==> config.mk <==
export PLATFORM = sky130hd
export DESIGN_NAME = dsi_lanes_distributor
export DESIGN_NICKNAME = d
export VERILOG_FILES = /design/src/rtl/dsi_lanes_distributor.sv
export SDC_FILE = /design/constraint.sdc
export NUM_CORES = 1
export LEC_CHECK = 0
export ABC_AREA = 0
export BUFFER_PORTS_ARGS = -buffer_cell sky130_fd_sc_hd__buf_2
export CAP_MARGIN = 20
export CORE_MARGIN = 2
export CORE_UTILIZATION = 35
export CTS_BUF_LIST = sky130_fd_sc_hd__clkbuf_4
export CTS_CLUSTER_DIAMETER = 80
export DETAILED_ROUTE_END_ITERATION = 8
export PLACE_DENSITY = 0.51
export SLEW_MARGIN = 20
export SYNTH_ARGS = -nofsm -noshare
export SYNTH_HDL_FRONTEND = slang
export SYNTH_SLANG_ARGS = --single-unit
==> constraint.sdc <==
create_clock -name clk_sys -period 5.5 [get_ports clk_sys]
set_input_delay 1.1 -clock clk_sys [delete_from_list [all_inputs] [get_ports clk_sys]]
set_output_delay 1.1 -clock clk_sys [all_outputs]
set_load 0.03 [all_outputs]
==> src/rtl/dsi_lanes_distributor.sv <==
// DSI lanes distributor: buffers assembler words in an 8-byte FIFO and stripes
// them round-robin over 1..LANES D-PHY data lanes inside an HS burst.
module dsi_lanes_distributor #(
  parameter int LANES        = 4,
  parameter int TRAIL_CYCLES = 8
) (
  input  logic                 clk_sys,
  input  logic                 rst_n,
  input  logic [31:0]          iface_write_data,
  input  logic [4:0]           iface_write_strb,
  input  logic                 iface_write_rqst,
  input  logic                 iface_last_word,
  output logic                 iface_data_rqst,
  input  logic [1:0]           lanes_number,
  output logic                 hs_rqst,
  input  logic                 phy_hs_ready,
  output logic [8*LANES-1:0]   hs_lane_data,
  output logic [LANES-1:0]     hs_lane_valid,
  output logic                 burst_done,
  output logic                 underflow_err,
  output logic                 strb_err
);

  typedef enum logic [2:0] {IDLE, HS_RQST, SEND, TRAIL, WAIT_LP} state_t;

  state_t       state, state_next;
  logic [7:0]   fifo      [8];
  logic [7:0]   fifo_next [8];
  logic [3:0]   count, count_next, remain;
  logic [2:0]   n_lanes, n_req, n_clip;
  logic [2:0]   consume, wr_bytes;
  logic         strb_bad, underflow, wr_en, last_seen;
  logic [7:0]   trail_cnt;
  logic [8*LANES-1:0] lane_data_next;
  logic [LANES-1:0]   lane_valid_next;
  logic         unused_strb;

  assign unused_strb = iface_write_strb[4];

  assign n_req  = {1'b0, lanes_number} + 3'd1;
  assign n_clip = (n_req > 3'(LANES)) ? 3'(LANES) : n_req;

  // Only contiguous-from-LSB masks are legal; anything else ships the full word.
  always_comb begin
    strb_bad = 1'b0;
    case (iface_write_strb[3:0])
      4'h0:    wr_bytes = 3'd0;
      4'h1:    wr_bytes = 3'd1;
      4'h3:    wr_bytes = 3'd2;
      4'h7:    wr_bytes = 3'd3;
      4'hF:    wr_bytes = 3'd4;
      default: begin
        wr_bytes = 3'd4;
        strb_bad = 1'b1;
      end
    endcase
  end

  always_comb begin
    consume   = 3'd0;
    underflow = 1'b0;
    if (state == SEND && phy_hs_ready) begin
      if (count >= {1'b0, n_lanes})
        consume = n_lanes;
      else if (last_seen)
        consume = count[2:0];
      else
        underflow = 1'b1;
    end
  end

  assign remain          = count - {1'b0, consume};
  assign iface_data_rqst = (state == HS_RQST || state == SEND) && !last_seen && (remain <= 4'd4);
  assign wr_en           = iface_write_rqst && iface_data_rqst;
  assign hs_rqst         = (state == HS_RQST || state == SEND || state == TRAIL);
  assign count_next      = remain + (wr_en ? {1'b0, wr_bytes} : 4'd0);

  // Head of the FIFO is entry 0: survivors shift down, new bytes land behind them.
  always_comb begin
    logic [3:0] src;
    logic [3:0] off;
    fifo_next = fifo;
    for (int i = 0; i < 8; i++) begin
      src = 4'(i) + {1'b0, consume};
      off = 4'(i) - remain;
      if (4'(i) < remain)
        fifo_next[i] = fifo[src[2:0]];
      else if (wr_en && off < {1'b0, wr_bytes})
        fifo_next[i] = iface_write_data[{off[1:0], 3'b000} +: 8];
    end
  end

  always_comb begin
    lane_data_next  = '0;
    lane_valid_next = '0;
    for (int k = 0; k < LANES; k++) begin
      if (k < int'(consume)) begin
        lane_data_next[8*k +: 8] = fifo[k];
        lane_valid_next[k]       = 1'b1;
      end
    end
  end

  always_comb begin
    state_next = state;
    case (state)
      IDLE:    if (iface_write_rqst) state_next = HS_RQST;
      HS_RQST: if (phy_hs_ready) state_next = SEND;
      SEND:    if (last_seen && remain == 4'd0) state_next = TRAIL;
      TRAIL:   if (trail_cnt <= 8'd1) state_next = WAIT_LP;
      WAIT_LP: if (!phy_hs_ready) state_next = IDLE;
      default: state_next = IDLE;
    endcase
  end

  always_ff @(posedge clk_sys or negedge rst_n) begin
    if (!rst_n)
      state <= IDLE;
    else
      state <= state_next;
  end

  always_ff @(posedge clk_sys or negedge rst_n) begin
    if (!rst_n) begin
      for (int i = 0; i < 8; i++) fifo[i] <= 8'd0;
      count         <= 4'd0;
      n_lanes       <= 3'd1;
      last_seen     <= 1'b0;
      trail_cnt     <= 8'd0;
      hs_lane_data  <= '0;
      hs_lane_valid <= '0;
      burst_done    <= 1'b0;
      underflow_err <= 1'b0;
      strb_err      <= 1'b0;
    end else begin
      fifo          <= fifo_next;
      count         <= count_next;
      hs_lane_data  <= lane_data_next;
      hs_lane_valid <= lane_valid_next;
      burst_done    <= (state == WAIT_LP) && !phy_hs_ready;
      underflow_err <= underflow_err | underflow;
      strb_err      <= strb_err | (wr_en & strb_bad);
      if (state == IDLE && iface_write_rqst)
        n_lanes <= n_clip;
      if (state == IDLE)
        last_seen <= 1'b0;
      else if (wr_en && iface_last_word)
        last_seen <= 1'b1;
      // Counter spans exactly TRAIL_CYCLES cycles of TRAIL with hs_rqst held.
      if (state == SEND && state_next == TRAIL)
        trail_cnt <= 8'(TRAIL_CYCLES);
      else if (state == TRAIL)
        trail_cnt <= trail_cnt - 8'd1;
    end
  end

endmodule

==> results.ini <==
[floorplanning]
io_pins = 85
initial_core_util_pct = 35.3
core_um2 = 25000
die_area_um2 = 26400
rows = 58
fp.dieW_um = 163
die_h_um = 163

[worst_setup_path]
cp.arrival_ns = 4.21
cp_max_fo = 11
required_ns = 4.40
crit_path_end_kind = output pin
cp-start-kind = flop
crit_type = flop to output pin

[layout]
regArea_um2 = 3060
layout.cells.most_common = dfrtp_1
final_nets = 973
fillers = 2502
syn_to_final_growth_pct = 15.4
layout_common_cells = dfrtp_1, mux2i_1, buf_2, mux2_2, buf_4
multi_input_comb_area_um2 = 5430
finalNonFillerCells = 1232
drive_gt1_share_pct = 31.4

[power]
cellLeakagePower_nw = 4.83
ir_worst_vdd_mv = 0.106
p_per_area_nw_per_um2 = 174

[timing]
finalSetupViolations = 0
finClkSkew_ns = 0.0232
holdWs_ns = 0.466
rsz0062_at_grt = false
period_share_pct = 96.5
post-route-min-period_ns = 5.31
hold_viol_final = 0
worstMarginPinSlew_ns = 0.934
fin_ws_ns = 0.190
timing.fmax_ghz = 0.188
finalMaxSlewViolations = 0
setup-tns-final_ns = 0
relSlewSlack_pct = 37.6

[route]
drt_iter0_drc = 862
drc = 0
wl_um = 29100
ant_nets = 0
wl_per_cell_um = 23.6
vias_per_cell = 5.79
vias = 7129
dr.pass1.iters = 8

[logic_synthesis]
synthDistinctLibCells = 64
ys_warn_count = 0
synthCells = 782
ys_ff_latch = 122
ys_seq_area_share_pct = 34.7
ys_async_sr_fraction_pct = 100
ys.flop_type = dfrtp_1
syn_area_per_cell_um2 = 11.3
synth-edff-count = 0
synth_nets = 867
synth_area_um2 = 8800

[clocking]
clk_pin_slew_ns = 0.11
cts-root-buf = clkbuf_4
worstSkewPairLatency_ns = 0.56
h-tree-depth = 4
clk_path_buf_depth = 2
clock_sinks = 122
cts_tree = done
cts-buffers-inserted = 17

[grt]
grt_pass1_vias = 7025
grt_usage_pct = 22.7
grt_max_degree = 50
grt_pass1_wl_um = 44300
grt-ovfl-total = 0
antenna_found_initial = 1

[status]
outcome = finished, final reports clean

[hold_path]
hold_class = flop to flop

[placed_design]
dp.cells = 1197
dp_hpwl_um = 21200
gp_congestion = 0.901
place_ws_ns = 0.312
port-buffer-count = 83

[flow_run]
maxCapViolCount = 0

## cells by family after synthesis
| kind of cell | synth area share [%] |
|---|---|
| AO/OA/AOI/OAI | 13.6 |
| XOR/XNOR | 2.79 |
| adder cells (fa/ha/maj) | 6.00 |
| buffers and inverters | 3.91 |
| flip-flops | 34.7 |
| multiplexers | 28.8 |
| AND/OR/NAND/NOR | 10.2 |
## routing by layer
| metal | vias up | share of wire (%) | global-route usage (%) | wire, um |
|---|---|---|---|---|
| met3 | 35 | 9.7 | 6.98 | 2830 |
| li1 | 3234 | - | - | - |
| met4 | 0 | 1.7 | 6.11 | 501 |
| met5 | - | 0 | 0 | 0 |
| met2 | 335 | 42 | 32.1 | 12200 |
| met1 | 3525 | 47 | 33.5 | 13600 |
## layout make-up
class	instances	share of cell area, %
multi-input combinational	584	53.4
timing repair buffer	132	7.86
clock buffer	19	1.40
tap	330	4.06
inverter	31	1.16
antenna	1	0.0246
clock inverter	13	1.97
sequential	122	30.1
## registers in the layout, summed over array words and instances, names as in the netlist, 3 cells and up
signal	cells
count	4
hs_lane_data	32
hs_lane_valid	4
n_lanes	3
trail_cnt	8
state	3
fifo	64
## stage by stage
stage	area (um2)	utilization [%]	total power, mW
floorplan	8820	-	0.948
global placement	9790	39.2	1.01
detailed placement	9790	39.2	1.01
CTS	10100	40.6	1.79
global route	10200	40.7	1.85
finish	10200	40.7	1.77
## power breakdown
part | internal, mW | switching (mW)
Sequential | 0.897 | 0
Combinational | 0.0322 | 0.0615
Clock | 0.413 | 0.368
## synth_stat cells, types with 10 or more instances
library cell,instances,area (um2)
a21oi_1,17,85.1
a221o_1,16,160
a221oi_1,31,272
and2_1,27,169
and3_1,11,68.8
clkbuf_1,22,82.6
dfrtp_1,121,3030
ha_1,39,488
inv_1,28,105
mux2_2,66,743
mux2i_1,104,1040
mux4_2,32,721
nand2_1,34,128
nand3_1,16,80.1
nor2_1,36,135
nor2b_1,13,81.3
nor3_1,13,65.1
o21ai_0,13,65.1
o22ai_1,23,144
xnor2_1,10,87.6
## worst paths after layout
kind,from,end,slack (ns),depth (start not counted)
max,count[2],iface_data_rqst,0.19,15
min,strb_err,strb_err,0.47,1
max reg2reg,count[2],count[2],0.78,20
min reg2reg,strb_err,strb_err,0.47,1
max in group asynchronous,rst_n,fifo[63],3.86,2
min in group asynchronous,rst_n,hs_lane_data[17],0.54,1
## timing repair
action                                  4_1_cts  5_1_grt
hold buffers                                  0        0
endpoints found under the setup margin        1        1
setup buffers                                 0        2
cloned                                        0        0
resized for setup                             1        5
## worst max-delay path: stages, from the launching register on
cell and delay (ns):
dfrtp_2 0.44, ha_1 0.32, a211oi_2 0.25, o21a_2 0.25, mux2i_4 0.25, inv_1 0.09
ha_1 0.31, and3b_1 0.23, or3_4 0.39, nand2_2 0.09, inv_2 0.04, ha_1 0.22
a21o_1 0.21, buf_4 0.21, and3_2 0.19, buf_2 0.17
Note: power is estimated with default switching activity, not from simulation.
